### src/rtl/fetch_stage.sv
// Instruction-fetch stage: owns the PC, keeps at most one instruction read in flight, and feeds the IF/ID register.
// Optional misaligned-redirect fault detection is enabled by defining FETCH_MISALIGN_CHK_EN.
module fetch_stage #(
    parameter logic [31:0] RESET_PC  = 32'h0000_0000,
    parameter logic [31:0] NOP_INSTR = 32'h0000_0013
) (
    input  logic        iClk,
    input  logic        nRst,
    input  logic        iStall,
    input  logic        iFlush,
    input  logic [31:0] iBrTarget,
    output logic        oReq,
    output logic [31:0] oReqAddr,
    input  logic        iReqReady,
    input  logic        iRspValid,
    input  logic [31:0] iRspData,
    output logic        oValid,
    output logic [31:0] oPC,
    output logic [31:0] oInstr,
    output logic        oBusy,
    output logic        oMisalign,
    output logic [1:0]  oDbgState
);

    typedef enum logic [1:0] {
        S_REQ     = 2'd0,
        S_WAIT    = 2'd1,
        S_DISCARD = 2'd2
    } state_e;

    state_e      state_q, state_d;
    logic [31:0] pc_q, pc_d;
    logic [31:0] buf_pc_q, buf_pc_d;
    logic [31:0] buf_instr_q, buf_instr_d;
    logic        buf_valid_q, buf_valid_d;
    logic        out_valid_q, out_valid_d;
    logic [31:0] out_pc_q, out_pc_d;
    logic [31:0] out_instr_q, out_instr_d;
    logic        misalign_q, misalign_d;
    logic        req;
    logic        rsp_fire;
    logic        misalign_set;
    logic [31:0] target;

`ifdef FETCH_MISALIGN_CHK_EN
    assign target       = iBrTarget;
    assign misalign_set = |iBrTarget[1:0];
`else
    assign target       = {iBrTarget[31:2], 2'b00};
    assign misalign_set = 1'b0;
`endif

    // Request handshake: a request transfers on a cycle where oReq && iReqReady; oReq and
    // oReqAddr hold until then. A response transfers on any cycle with iRspValid in WAIT/DISCARD.
    assign rsp_fire = (state_q == S_WAIT) && iRspValid;

    always_ff @(posedge iClk or negedge nRst) begin
        if (!nRst) begin
            state_q <= S_REQ;
        end else begin
            state_q <= state_d;
        end
    end

    always_comb begin
        state_d = state_q;
        case (state_q)
            S_REQ:     if (req && iReqReady) state_d = S_WAIT;
            S_WAIT:    if (iRspValid) state_d = S_REQ;
                       else if (iFlush) state_d = S_DISCARD;
            // The dropped response is the only one outstanding, so its arrival always frees us.
            S_DISCARD: if (iRspValid) state_d = S_REQ;
            default:   state_d = S_REQ;
        endcase
    end

    always_comb begin
        req       = nRst && (state_q == S_REQ) && !buf_valid_q && !iFlush && !misalign_q;
        oReq      = req;
        oReqAddr  = pc_q;
        oBusy     = !buf_valid_q && !rsp_fire;
        oValid    = out_valid_q;
        oPC       = out_pc_q;
        oInstr    = out_instr_q;
        oMisalign = misalign_q;
        oDbgState = state_q;
    end

    always_comb begin
        pc_d        = pc_q;
        buf_pc_d    = buf_pc_q;
        buf_instr_d = buf_instr_q;
        buf_valid_d = buf_valid_q;
        out_valid_d = out_valid_q;
        out_pc_d    = out_pc_q;
        out_instr_d = out_instr_q;
        misalign_d  = misalign_q;
        if (iFlush) begin
            pc_d        = target;
            buf_valid_d = 1'b0;
            out_valid_d = 1'b0;
            out_instr_d = NOP_INSTR;
            misalign_d  = misalign_set;
        end else begin
            if (rsp_fire) pc_d = pc_q + 32'd4;
            if (!iStall) begin
                if (buf_valid_q) begin
                    out_valid_d = 1'b1;
                    out_pc_d    = buf_pc_q;
                    out_instr_d = buf_instr_q;
                    buf_valid_d = 1'b0;
                end else if (rsp_fire) begin
                    out_valid_d = 1'b1;
                    out_pc_d    = pc_q;
                    out_instr_d = iRspData;
                end else begin
                    out_valid_d = 1'b0;
                    out_instr_d = NOP_INSTR;
                end
            end
            // A response that cannot go straight to IF/ID parks in the skid buffer.
            if (rsp_fire && (iStall || buf_valid_q)) begin
                buf_pc_d    = pc_q;
                buf_instr_d = iRspData;
                buf_valid_d = 1'b1;
            end
        end
    end

    always_ff @(posedge iClk or negedge nRst) begin
        if (!nRst) begin
            pc_q        <= RESET_PC;
            buf_pc_q    <= RESET_PC;
            buf_instr_q <= NOP_INSTR;
            buf_valid_q <= 1'b0;
            out_valid_q <= 1'b0;
            out_pc_q    <= RESET_PC;
            out_instr_q <= NOP_INSTR;
            misalign_q  <= 1'b0;
        end else begin
            pc_q        <= pc_d;
            buf_pc_q    <= buf_pc_d;
            buf_instr_q <= buf_instr_d;
            buf_valid_q <= buf_valid_d;
            out_valid_q <= out_valid_d;
            out_pc_q    <= out_pc_d;
            out_instr_q <= out_instr_d;
            misalign_q  <= misalign_d;
        end
    end

endmodule

### config.mk
export PLATFORM = sky130hd
export DESIGN_NAME = fetch_stage
export DESIGN_NICKNAME = d
export VERILOG_FILES = /design/src/rtl/fetch_stage.sv
export SDC_FILE = /design/constraint.sdc
export NUM_CORES = 1
export LEC_CHECK = 0
export ABC_AREA = 1
export BUFFER_PORTS_ARGS = -buffer_cell sky130_fd_sc_hd__buf_2
export CAP_MARGIN = 15
export CORE_MARGIN = 4
export CORE_UTILIZATION = 25
export CTS_BUF_LIST = sky130_fd_sc_hd__clkbuf_8 sky130_fd_sc_hd__clkbuf_16
export DETAILED_ROUTE_END_ITERATION = 7
export HOLD_SLACK_MARGIN = 0.02
export PLACE_DENSITY_LB_ADDON = 0.15
export SLEW_MARGIN = 25
export SYNTH_ARGS = -nofsm -noshare
export SYNTH_HDL_FRONTEND = slang
export SYNTH_SLANG_ARGS = --single-unit
### constraint.sdc
create_clock -name iClk -period 1.98 [get_ports iClk]
set_input_delay 0.099 -clock iClk [delete_from_list [all_inputs] [get_ports iClk]]
set_output_delay 0.099 -clock iClk [all_outputs]
set_load 0.01 [all_outputs]
==> run summary, run 1 <==
CTS tree -> built
# rows -> 63
Clk slew on worst S/H paths -> 0.07 ns
Pleak -> 4.83 nW
PwrDens -> 911 nW/um^2
Initial antenna violation count -> 0
Complex-gate fraction of the synthesized area -> 0.138
CTS HTree Levels -> 4
Status -> complete, no violations
Post-CTS Setup Inserts -> 0
Final worst-path cycle share -> 0.962
Largest net degree at the start of global routing -> 102
CTS buffer count -> 17
Post-Synth Adder-Cell Area -> 0.00164
IO Count -> 172
CP endpoint kind -> flip-flop
First-pass GRT wire length -> 40300 um
Placed inst area -> 8860 sq um
Die area -> 33300 sq um
Root Buffer -> clkbuf_16
Placed Instances -> 1488
Slowest stage delay, CP -> 0.61 ns
Final wirelength -> 24800 um
Number of nets in the layout -> 1252
CTS Buffer Depth -> 2
Mean cell area of the mapped netlist -> 7.88 sq um
Final HPWL from detailed placement -> 16900 um
Drc violations -> 0
Fin area -> 10100 sq um
Max Cap Viol -> 0
Critical path type -> flip-flop to flip-flop
Layout Area Growth over Synthesis -> 32.5%
Slew Viols, Final -> 0
Die height -> 182 um
Setup WS pre-CTS -> 0.153 ns
Reg area -> 3970 sq um
Worst Path Required -> 2.34 ns
Non-Filler Instances -> 1584
XOR/XNOR Fraction of Synth Area -> 0.00575
Post-Syn Area -> 7610 sq um
Slowest CP cell -> dfrtp_4
Seq/Total Area, Yosys -> 0.520
Post-Synth Simple-Gate Area -> 0.244
Hold Crit Class -> input pin to flip-flop
Ys Warns -> 0
Largest family of logic cells by synthesized area -> simple AND/OR/NAND/NOR gates
Sink Count -> 158
Vias per inst -> 4.39
Wire per inst -> 15.7 um
Arr. time, crit path -> 2.26 ns
Overflow left after global routing -> 0
Global Route Usage Sum -> 0.151
Register bit count reported by yosys -> 158
DR vias -> 6946
Number of fill cells -> 3192
Max Clock Freq -> 525 MHz
CP Cell Sequence -> nor4_2 > buf_4 > nand2_1 > o21ai_0 > dlygate4sd3_1
Multi-input gate area -> 3010 sq um
Initial drt markers -> 349
Die width -> 182 um
Fin. Hold Viols -> 0
1st-pass router iterations -> 5
Later-pin clock latency in the skew report -> 0.43 ns
Count of different cell masters after synthesis -> 34
PortBufs -> 164
RD Place Congestion -> 0.810
CP Launch Type -> flip-flop
Cells after synthesis -> 966
Final Setup Violations -> 0
Mux cell area share after synthesis -> 0
Worst Path Max Fanout -> 23
Initial Util -> 0.255
Core Region -> 29900 sq um
Final WS setup -> 0.0760 ns
Tmin final -> 1.90 ns
Detail Route Antenna Nets -> 0
Number of global-route vias before repair -> 7149
VDD IR-drop max -> 0.571 mV
Share of layout cells above drive strength 1 -> 0.204
Clk_skew -> 0.0156 ns
Diode count -> 0
path summary, 6_finish.rpt:
kind                           startpoint              to  cells after the start  slack [ns]
min in group asynchronous            nRst         oPC[14]                      3        0.30
min                         iBrTarget[10]    oReqAddr[10]                      4        0.04
min reg2reg                buf_instr_q[0]  buf_instr_q[0]                      2        0.47
max reg2reg                   buf_valid_q    oDbgState[0]                      5        0.08
max                           buf_valid_q    oDbgState[0]                      5        0.08
max in group asynchronous            nRst  buf_instr_q[0]                      3        1.24
worst max-delay path: cells and delay by family (launching register included):
family | cells | cell delay (ns)
flip-flops | 1 | 0.61
AO/OA/AOI/OAI | 1 | 0.05
AND/OR/NAND/NOR | 2 | 0.44
buffers and inverters | 2 | 0.74
what timing repair did:
action                                 CTS  global route
hold buffers                            64             0
gates resized for setup                  0             5
endpoints found under the hold margin  213             0
setup endpoints to repair                0             6
cell usage in the layout (no fill, tap or decap), drive strengths merged, types with 2 or more instances in the layout:
master	n
a21oi	30
a31oi	30
and2	2
buf	187
clkbuf	17
clkinv	2
clkinvlp	4
conb	5
dfrtp	152
dfstp	6
dlygate4sd3	64
inv	106
nand2	265
nand3	76
nor2	78
nor3	28
o211ai	4
o21ai	121
o21bai	3
o22ai	4
xor2	4
kinds of logic (layout without fill, tap and decap cells):
kind of cell             after synthesis  count (layout)
XOR/XNOR                               5               5
AND/OR/NAND/NOR                      451             451
adder cells (fa/ha/maj)                1               1
AO/OA/AOI/OAI                        194             194
flip-flops                           158             158
buffers and inverters                156             380
other                                  1               5
sequential cells by signal, indices dropped and copies added, names as in the netlist:
signal / flops
buf_instr_q: 32
oValid: 1
oInstr: 32
oPC: 30
buf_valid_q: 1
buf_pc_q: 30
oDbgState: 2
oReqAddr: 30
routing by layer:
| metal | vias to the layer above | wire [um] | track usage |
|---|---|---|---|
| li1 | 3571 | - | - |
| met1 | 3220 | 12100 | 0.211 |
| met2 | 145 | 11400 | 0.244 |
| met3 | 10 | 1190 | 0.0321 |
| met4 | 0 | 163 | 0.0279 |
| met5 | - | 0 | 0 |
layout make-up:
class	instances	share of cell area
tap	390	0.0484
clock buffer	17	0.0422
inverter	97	0.0361
multi-input combinational	656	0.298
clock inverter	15	0.0143
timing repair buffer	251	0.168
sequential	158	0.393
per-stage QoR:
step / TNS (ns) / hold slack [ns] / total power, W / utilization
2_1_floorplan: 0 / -0.197 / 0.00516 / -
3_3_place_gp: 0 / 0.223 / 0.00591 / 0.296
3_5_place_dp: 0 / 0.217 / 0.00593 / 0.296
4_1_cts: 0 / 0.0241 / 0.00934 / 0.337
5_1_grt: -0.00955 / 0.0600 / 0.00978 / 0.338
6_report: 0 / 0.0355 / 0.00919 / 0.338
synth_stat cells:
master / n / area (sq um)
buf_1: 5 / 18.8
o21ai_1: 57 / 285
conb_1: 1 / 3.75
nand2_1: 264 / 991
o211ai_1: 4 / 30.0
o31ai_1: 1 / 7.51
clkbuf_1: 27 / 101
a21oi_1: 30 / 150
ha_1: 1 / 12.5
o21bai_1: 3 / 22.5
o22ai_1: 4 / 25.0
nand3_2: 1 / 10.0
and2_1: 2 / 12.5
buf_4: 8 / 60.1
o21ai_2: 4 / 35.0
nor2_2: 3 / 18.8
buf_2: 12 / 60.1
o21ai_0: 60 / 300
inv_2: 3 / 11.3
o221ai_1: 1 / 8.76
nor3_1: 28 / 140
dfstp_2: 6 / 158
nor2_4: 1 / 11.3
nand3_1: 75 / 375
a31oi_1: 30 / 188
xor2_1: 4 / 35.0
xnor2_1: 1 / 8.76
inv_1: 94 / 353
nand4_1: 1 / 6.26
buf_6: 7 / 78.8
nor2_1: 74 / 278
nor4_1: 1 / 6.26
dfrtp_1: 152 / 3800
nand2_2: 1 / 6.26
power by group:
part / total, W / internal, W / switching [W]
clock: 0.00327 / 0.00167 / 0.00159
sequential: 0.00423 / 0.00383 / 0.000402
combinational: 0.00169 / 0.000748 / 0.000939
total: 0.00919 / 0.00625 / 0.00293
No activity file was read; power rests on OpenSTA's default activity.
==> run 2, diff against run 1 <==
--- a/config.mk
+++ b/config.mk
@@ -5,7 +5,6 @@
 export SDC_FILE = /design/constraint.sdc
 export NUM_CORES = 1
 export LEC_CHECK = 0
-export ABC_AREA = 1
 export BUFFER_PORTS_ARGS = -buffer_cell sky130_fd_sc_hd__buf_2
 export CAP_MARGIN = 15
 export CORE_MARGIN = 4
==> run summary, run 2 <==
DR vias -> 5738 (-17%)
Seq/Total Area, Yosys -> 0.556 (+0.0356)
Ys flop type -> dfrtp_1
Most frequent cells after synthesis -> dfrtp_1, mux2_2, nand2_1, o21ai_0, clkbuf_1
Later-pin clock latency in the skew report -> 0.43 ns (about the same)
CTS Buffer Depth -> 2 (unchanged)
CTS buffer count -> 17 (unchanged)
Status -> complete, no violations
Drc violations -> 0 (unchanged)
PortBufs -> 164 (unchanged)
Count of different cell masters after synthesis -> 44 (+29%)
IO Count -> 172 (unchanged)
Initial drt markers -> 221 (-37%)
Diode count -> 0 (unchanged)
Worst r2r src -> oDbgState[1]
Critical path type -> flip-flop to flip-flop
Async S/R FF share, synth -> 1.00 (unchanged)
Number of nets in the layout -> 953 (-24%)
Clk slew on worst S/H paths -> 0.07 ns (about the same)
Total power -> 0.00971 W (+5.7%)
Layout Area Growth over Synthesis -> 42.0%
Post-Syn Area -> 7120 sq um (-6.4%)
Cells after synthesis -> 633 (-34%)
Fin. Hold Viols -> 0 (unchanged)
CP endpoint kind -> flip-flop
RSZ-0062 raised after global routing -> yes
Relative slew slack -> 0.630
Tmin final -> 1.95 ns (+0.0431 ns)
Max Cap Viol -> 0 (unchanged)
Core Region -> 27900 sq um (-6.5%)
Die height -> 177 um (-3.1%)
VDD IR-drop max -> 0.378 mV (-34%)
Arr. time, crit path -> 2.29 ns (+0.03 ns)
Most common cell in the synthesized netlist -> dfrtp_1
Final Setup Violations -> 0 (unchanged)
Die width -> 177 um (-3.1%)
Clk_skew -> 0.0115 ns (-0.00405 ns)
Initial Util -> 0.255 (about the same)
Final HPWL from detailed placement -> 14200 um (-16%)
Synth top area share -> 0.534 (+0.0342)
Synth area leader -> dfrtp_1
Worst Path Max Fanout -> 7 (-70%)
RD Place Congestion -> 0.740 (-8.7%)
Worst hold start -> iFlush
Number of global-route vias before repair -> 6008 (-16%)
CTS tree -> built
Wire per inst -> 16.6 um (+6.3%)
Slew Viols, Final -> 0 (unchanged)
Most frequent cells in the layout -> buf_2, dfrtp_1, dlygate4sd3_1
Detail Route Antenna Nets -> 0 (unchanged)
Worst-margin pin slew -> 0.554 ns
Share of layout cells above drive strength 1 -> 0.366 (+0.163)
Synth top area cells -> dfrtp_1, mux2_2, mux2i_1
PwrDens -> 960 nW/um^2 (+5.4%)
First-pass GRT wire length -> 33900 um (-16%)
Ys Warns -> 0 (unchanged)
Register bit count reported by yosys -> 158 (unchanged)
Worst Path Required -> 2.32 ns (-0.02 ns)
# rows -> 61 (-3.2%)
Die area -> 31300 sq um (-6.1%)
Most common cell after layout, fill and taps aside -> buf_2
Pleak -> 4.51 nW (-6.7%)
CTS HTree Levels -> 4 (unchanged)
Root Buffer -> clkbuf_16
Initial antenna violation count -> 0 (unchanged)
Mean cell area of the mapped netlist -> 11.3 sq um (+43%)
Global Route Usage Sum -> 0.138 (-0.0132)
Crit. Startpoint -> oDbgState[1]
EDFF count, synth -> 0 (unchanged)
CP Launch Type -> flip-flop
1st-pass router iterations -> 6 (+1)
Hold Slack -> 0.193 ns (+0.157 ns)
Sink Count -> 158 (unchanged)
Overflow left after global routing -> 0 (unchanged)
Largest net degree at the start of global routing -> 89 (-13%)
Vias per inst -> 4.51 (+2.8%)
Final wirelength -> 21200 um (-15%)
Max Clock Freq -> 514 MHz (-2.2%)
Final worst-path cycle share -> 0.983 (+0.0218)
Hold Crit Class -> input pin to flip-flop
## run 2: cell type report
| cell class | instances | area (sq um) |
|---|---|---|
| clock inverter | 13 | 234 |
| timing repair buffer | 279 | 1980 |
| multi-input combinational | 422 | 2990 |
| tap | 378 | 473 |
| clock buffer | 19 | 453 |
| fill | 2884 | 17800 |
| inverter | 4 | 15.0 |
| sequential | 158 | 3970 |
## run 2: critical path, cell delays in order, from the launching register on
cell	delay, ns
dfrtp_1	0.40
nand4b_1	0.18
or4_4	0.55
buf_8	0.15
buf_6	0.13
or3_1	0.30
a31oi_1	0.16
## run 2: final timing paths
check                               end  slack [ns]  cells past startpoint
max                        oReqAddr[21]        0.03                      6
min                        oReqAddr[14]        0.19                      4
max reg2reg                oReqAddr[21]        0.03                      6
min reg2reg                     oPC[17]        0.47                      2
max in group asynchronous   buf_valid_q        1.17                      3
min in group asynchronous   buf_pc_q[8]        0.27                      3
## run 2: through the flow
| step | cell area [sq um] | TNS (ns) | instances | worst slack [ns] | util |
|---|---|---|---|---|---|
| 2_1_floorplan | 7190 | 0 | 637 | 0.000402 | - |
| 3_3_place_gp | 8710 | -0.00681 | 1174 | -0.00681 | 0.312 |
| 3_5_place_dp | 8710 | -0.00691 | 1174 | -0.00691 | 0.312 |
| 4_1_cts | 10000 | 0 | 1271 | 0.00217 | 0.360 |
| 5_1_grt | 10100 | -0.120 | 1273 | -0.0387 | 0.362 |
| 6_report | 10100 | 0 | 1273 | 0.0329 | 0.362 |
## run 2: power by group
group          internal (W)  switching [W]  total, W
clock               0.00244        0.00143   0.00387
sequential          0.00385       0.000326   0.00417
combinational      0.000851       0.000808   0.00166
## run 2: cells by family (layout without fill, tap and decap cells)
family	count (synthesis)	in the layout	share of synthesized area
simple gates	194	194	0.140
flops	158	158	0.556
compound gates	112	112	0.102
mux	98	98	0.149
buf+inv	57	315	0.0356
xor+xnor	12	12	0.0148
fa+ha+maj	1	1	0.00176
other cells	1	5	0.000526
## run 2: what timing repair did
item | CTS | global route
hold buffers | 65 | 0
resized for setup | 0 | 13
setup endpoints to repair | 0 | 8
hold endpoints to repair | 242 | 0
setup buffers | 0 | 2
## run 2: per-layer routing
| metal | global-route usage | vias to the layer above | part of all wire |
|---|---|---|---|
| li1 | - | 2773 | - |
| met1 | 0.186 | 2829 | 0.48 |
| met2 | 0.218 | 125 | 0.46 |
| met3 | 0.0421 | 11 | 0.057 |
| met4 | 0.0309 | 0 | 0.0063 |
| met5 | 0 | - | 0 |
